File: src/rtl/lvds_gearbox_7to1.sv
// 7:1 parallel-to-serial gearbox for the LVDS panel transmitter.
// A 49-bit time-major word is captured once per RATIO cycles and shifted out one slot per cycle.

module lvds_gb_lane #(
  parameter int RATIO = 7,
  parameter int CW    = 3
) (
  input  logic             clk_i,
  input  logic             rst_i,
  input  logic             cap_i,
  input  logic [CW-1:0]    sel_i,
  input  logic [RATIO-1:0] din_i,
  output logic             q_o
);
  logic [RATIO-1:0] w_q;
  logic             q_q;

  // On capture, slot 0 goes straight to q so words run back-to-back.
  always_ff @(posedge clk_i) begin
    if (rst_i) begin
      w_q <= '0;
      q_q <= 1'b0;
    end else if (cap_i) begin
      w_q <= din_i;
      q_q <= din_i[0];
    end else begin
      q_q <= w_q[sel_i];
    end
  end

  assign q_o = q_q;
endmodule

module lvds_gearbox_7to1 #(
  parameter int LANES = 7,
  parameter int RATIO = 7
) (
  input  logic                   fclk,
  input  logic                   reset,
  input  logic [LANES*RATIO-1:0] din,
  output logic                   load,
  output logic [LANES-1:0]       q
);
  localparam int CW = (RATIO > 1) ? $clog2(RATIO) : 1;

  logic [CW-1:0]                   cnt_q, cnt_d;
  logic [CW-1:0]                   slot_nxt;
  logic [LANES-1:0][RATIO-1:0]     lane_din;

  assign slot_nxt = cnt_q + CW'(1);
  assign load     = (cnt_q == CW'(RATIO-1)) & ~reset;

  always_comb begin
    cnt_d = cnt_q;
    if (load) cnt_d = '0;
    else      cnt_d = slot_nxt;
  end

  always_ff @(posedge fclk) begin
    if (reset) cnt_q <= CW'(RATIO-1);
    else       cnt_q <= cnt_d;
  end

  // Regroup the time-major word into one RATIO-bit slot vector per lane.
  for (genvar l = 0; l < LANES; l++) begin : g_lane
    for (genvar t = 0; t < RATIO; t++) begin : g_slot
      assign lane_din[l][t] = din[LANES*t + l];
    end

    lvds_gb_lane #(
      .RATIO (RATIO),
      .CW    (CW)
    ) u_lane (
      .clk_i (fclk),
      .rst_i (reset),
      .cap_i (load),
      .sel_i (slot_nxt),
      .din_i (lane_din[l]),
      .q_o   (q[l])
    );
  end
endmodule

File: config.mk
export PLATFORM = sky130hd
export DESIGN_NAME = lvds_gearbox_7to1
export DESIGN_NICKNAME = d
export VERILOG_FILES = /design/src/rtl/lvds_gearbox_7to1.sv
export SDC_FILE = /design/constraint.sdc
export NUM_CORES = 1
export LEC_CHECK = 0
export ABC_AREA = 1
export BUFFER_PORTS_ARGS = -buffer_cell sky130_fd_sc_hd__buf_2
export CORE_MARGIN = 1
export CORE_UTILIZATION = 25
export DETAILED_ROUTE_END_ITERATION = 12
export SLEW_MARGIN = 20
export SYNTH_ARGS = -nofsm -noshare
export SYNTH_HDL_FRONTEND = slang
export SYNTH_SLANG_ARGS = --single-unit
File: constraint.sdc
create_clock -name fclk -period 1.5 [get_ports fclk]
set_input_delay 0.3 -clock fclk [delete_from_list [all_inputs] [get_ports fclk]]
set_output_delay 0.3 -clock fclk [all_outputs]
set_load 0.1 [all_outputs]
* Yosys cells after proc, flatten, opt, wreduce, memory -nomap -nowiden *
Index checks and enable logic that the tools add are counted.

cells by class
  add/sub/neg operators = 1
  $lt $le $gt $ge = 1
  eq/ne operators = 1
  multiplexer cells = 22
  bitwise logic cells = 2
  reductions and logical operators = 1

operator list
  cell                   number
  $bmux W1 S3            7
  $mux W1                14
  $lt A3 B4 Y1 const B   1
  $add A3 B1 Y3 const B  1
  $eq A3 B3 Y1 const B   1
  $mux W3                1
  $reduce_or A2 Y1       1
  $and A1 B1 Y1          1
  $not A1 Y1             1

word-level totals
  flip-flop bits (word level) = 59
  output and inout bits = 8

* Longest topological paths before layout *
  depth in word-level cells = 4
  mapped depth = 10

* By module *
From an unflattened synthesis, not the netlist that was laid out.

second synthesis, totals
  cell total of the unflattened synthesis = 378
  area total of the unflattened synthesis = 2,611.3 µm²

modules (own cells, without submodules)
  module             instances  cells an instance  area an instance (µm²)  sequential area each (µm²)
  lvds_gb_lane       7          51                 351.6                   160.2
  lvds_gearbox_7to1  1          21                 150.1                   60.1

* Worst setup path after synthesis *
No wires, ideal clock.

  path kind = register -> output
  from = reg cnt_q[0]
  to = out load
  arrival = 1.268 ns
  required time = 1.200 ns
  slack = -0.068 ns
  cell stages (with the launch flop) = 7
  buffers on the path = 2
  cells stage by stage = dfxtp_1 > inv_2 > buf_2 > ha_1 > nand2_2 > nor2_4 > buf_6

between the ends
  longest elaborated chain between the ends = 2

RTL lines
  what                    line  source
  start, declared         46    logic [CW-1:0] cnt_q, cnt_d;
  start signal, assigned  60    if (reset) cnt_q <= CW'(RATIO-1);
  start signal, assigned  61    else cnt_q <= cnt_d;
  $eq A3 B3 Y1            51    assign load = (cnt_q == CW'(RATIO-1)) & ~reset;
  $and A1 B1 Y1           51
  end, declared           41    output logic load,

No other way between the ends.

* Worst setup path after layout *
Ends and elaborated chain as after synthesis.

==> flow_summary_export.csv <==
group,metric,value,unit
worst_hold_path,worst_hold_path_type,"input pin to flop",
logic_synthesis,synth_cells,313,
sta,finalSetupTns,-0.0475,ns
clocking,cts-root-buf,"sky130_fd_sc_hd__clkbuf_8",
logic_synthesis,syn_nets,366,
sta,least_setup_slack_across_all_paths_after_layout,-0.0475,ns
logic_synthesis,synthesis.area,2460,um2
placed_design,port-buffer-count,58,
sta,setup_failing_eps_final,1,
finish,area_growth_syn_to_layout,25.6,%
sta,slew_limit_fails,0,
finish,fill_cells,1022,
clocking,cts_buffers,9,
logic_synthesis,avgSynthCellArea,7.87,um2
sta,fin_worst_skew,0.00848,ns
finish,finish.net_count,427,
logic_synthesis,synth_largest_area_cell,"sky130_fd_sc_hd__dfxtp_1",
logic_synthesis,synth_sequential_area_ratio,0.480,
clocking,cts.path.max_buffers,2,
run,max_cap_viol_count,0,
logic_synthesis,synth_async_sr_flop_share,0,
worst_setup_path,setup_cp_type,"flop to primary output",
finish,antenna_cells,0,
clocking,cts.clk_slew.worst_paths,0.06,ns
logic_synthesis,postSynthRegisterBits,59,
grt,grt_remaining_overflow,0,
clocking,h-tree-depth,3,
outcome,violations,"negative setup slack",
worst_setup_path,crit_required,1.20,ns
clocking,cts.hold.buffers_added,0,
floorplan,fp.dieArea,10300,um2
logic_synthesis,post-synth-top-count-cell,"sky130_fd_sc_hd__nand2_1",
placed_design,dp_hpwl,4610,um
floorplan,coreArea,9370,um2
routing,finalWirelength,6440,um
logic_synthesis,synth_enable_flop_cells,0,
outcome,run_status,"complete, but fails checks",
clocking,clkLatencyLatePin,0.35,ns
grt,grt_start_max_net_pins,32,
finish,final_core_utilization,0.330,
grt,grt_first_pass_wirelength,10400,um
sta,worst_pin_slew,0.489,ns
placed_design,place.gp.congestion,0.808,
floorplan,chipHeight,101,um
logic_synthesis,synthesis.yosys.warnings,0,
power_and_ir_drop,power_leakage,1.46,nW
logic_synthesis,synth.cells.most_frequent,"sky130_fd_sc_hd__nand2_1, sky130_fd_sc_hd__dfxtp_1, sky130_fd_sc_hd__o21ai_0",
logic_synthesis,synth_largest_type_area_fraction,0.480,
sta,fin_crit_sh,1.03,
logic_synthesis,synthTopCellsByArea,"sky130_fd_sc_hd__dfxtp_1, sky130_fd_sc_hd__nand2_1, sky130_fd_sc_hd__a22o_1",
routing,drt-vias-per-instance,4.31,
power_and_ir_drop,power_density,2340,nW/um2
grt,number_of_global_route_vias_before_repair,2159,
worst_setup_path,cp-start-kind,"flop",
sta,finalHoldViolCount,0,
grt,grt_util_all_layers,0.137,
routing,route.vias.total,2187,
worst_setup_path,timing.critical_path.to_type,"primary output",
sta,max-slew-margin-rel,0.676,
floorplan,design.portCount,59,
sta,rsz_0062_raised_after_global_routing,"yes",
worst_setup_path,crit_path_max_fanout,2,
clocking,cts_tree,"built",
sta,finalCriticalPeriod,1.55,ns
floorplan,fp.dieW,101,um
logic_synthesis,yosys_most_used_dff,"sky130_fd_sc_hd__dfxtp_1",
routing,detail_route.wl_per_cell,12.7,um
floorplan,floorplan.rows,35,
grt,grt_antenna_before_repair,0,
routing,detail_route.first_pass.iterations,4,
worst_setup_path,worst_ep_arrival_time,1.25,ns
clocking,clock_sink_count,59,
routing,drt-initial-drc-count,92,
logic_synthesis,ys_types,23,
routing,remaining_drc_errors,0,
floorplan,initial_core_util,0.263,
power_and_ir_drop,peakVddDrop,0.000754,V
finish,layout-drive-gt1-share,0.269,
sta,maxClockFrequency,646,MHz
routing,ant_nets,0,
sta,whs,0.152,ns
## what timing repair did
action / CTS / global route
pin swaps: 3 / 0
gates resized for setup: 6 / 4
endpoints found under the setup margin: 1 / 8
gates cloned: 0 / 0
buffers inserted: 5 / 2
## critical path, cell delays in order, from the launching register on
cell                      delay [ns]
sky130_fd_sc_hd__dfxtp_2        0.32
sky130_fd_sc_hd__inv_2          0.06
sky130_fd_sc_hd__ha_4           0.13
sky130_fd_sc_hd__nand2_4        0.05
sky130_fd_sc_hd__nor2_4         0.14
sky130_fd_sc_hd__buf_12         0.19
## placed cells by master, fill, tap and decap left out, types with 8 or more instances in the layout
cell                       instances
sky130_fd_sc_hd__a22o_1           20
sky130_fd_sc_hd__clkbuf_8         11
sky130_fd_sc_hd__inv_1            26
sky130_fd_sc_hd__o21ai_0          30
sky130_fd_sc_hd__dfxtp_1          57
sky130_fd_sc_hd__nand2_1         101
sky130_fd_sc_hd__nand3_1          29
sky130_fd_sc_hd__buf_2            57
sky130_fd_sc_hd__buf_4            15
sky130_fd_sc_hd__nor2_1            8
## cells by family (layout without fill, tap and decap cells)
| family | count (synthesis) | in the layout | share of synthesized area |
|---|---|---|---|
| AND/OR/NAND/NOR | 146 | 146 | 0.248 |
| flip-flops | 59 | 59 | 0.480 |
| AO/OA/AOI/OAI | 53 | 53 | 0.141 |
| buffers and inverters | 53 | 119 | 0.121 |
| adder cells (fa/ha/maj) | 2 | 2 | 0.0102 |
## stage by stage
stage          setup slack (ns)  power (mW)  std cells  cell area [um2]
6_report                -0.0475        7.22        508             3090
5_1_grt                 -0.0949        7.81        508             3090
4_1_cts                 -0.0710        7.21        507             3070
3_5_place_dp             0.0574        5.71        486             2830
3_3_place_gp             0.0700        5.65        486             2830
2_1_floorplan            0.0188        5.08        313             2480
## state kept, by name, summed over array words and instances (netlist names)
register / flops
cnt_q: 3
g_lane.u_lane.q_o: 7
g_lane.u_lane.w_q: 49
## report_power, final
part,switching (mW),internal (mW),total (mW)
combinational,2.25,1.22,3.47
clock,0.591,0.685,1.28
sequential,0.291,2.19,2.48
total,3.13,4.09,7.22
## area by class of cell
type / instances / area [um2] / share of cell area
Inverter: 29 / 111 / 0.0360
Sequential cell: 59 / 1180 / 0.383
Clock buffer: 14 / 163 / 0.0526
Tap cell: 129 / 161 / 0.0522
Timing Repair Buffer: 74 / 438 / 0.142
Multi-Input combinational cell: 201 / 1020 / 0.331
Clock inverter: 2 / 10.0 / 0.00324
## worst paths after layout
path,start,to,slack (ns),depth (start not counted)
max,cnt_q[0]$_SDFF_PP0_,load,-0.05,5
min,din[34],g_lane[6].u_lane.w_q[4]$_SDFFE_PP0P_,0.15,3
max reg2reg,cnt_q[0]$_SDFF_PP0_,g_lane[3].u_lane.q_o$_SDFF_PP0_,0.04,9
min reg2reg,g_lane[6].u_lane.w_q[0]$_SDFFE_PP0P_,g_lane[6].u_lane.w_q[0]$_SDFFE_PP0P_,0.45,2
## metal layers
layer / global-route usage / up-vias / routed length (um)
li1: - / 1122 / -
met1: 0.176 / 1001 / 3020
met2: 0.204 / 57 / 2920
met3: 0.0483 / 7 / 404
met4: 0.0635 / 0 / 93
met5: 0 / - / 0
Power figures use the tool's default switching activity.
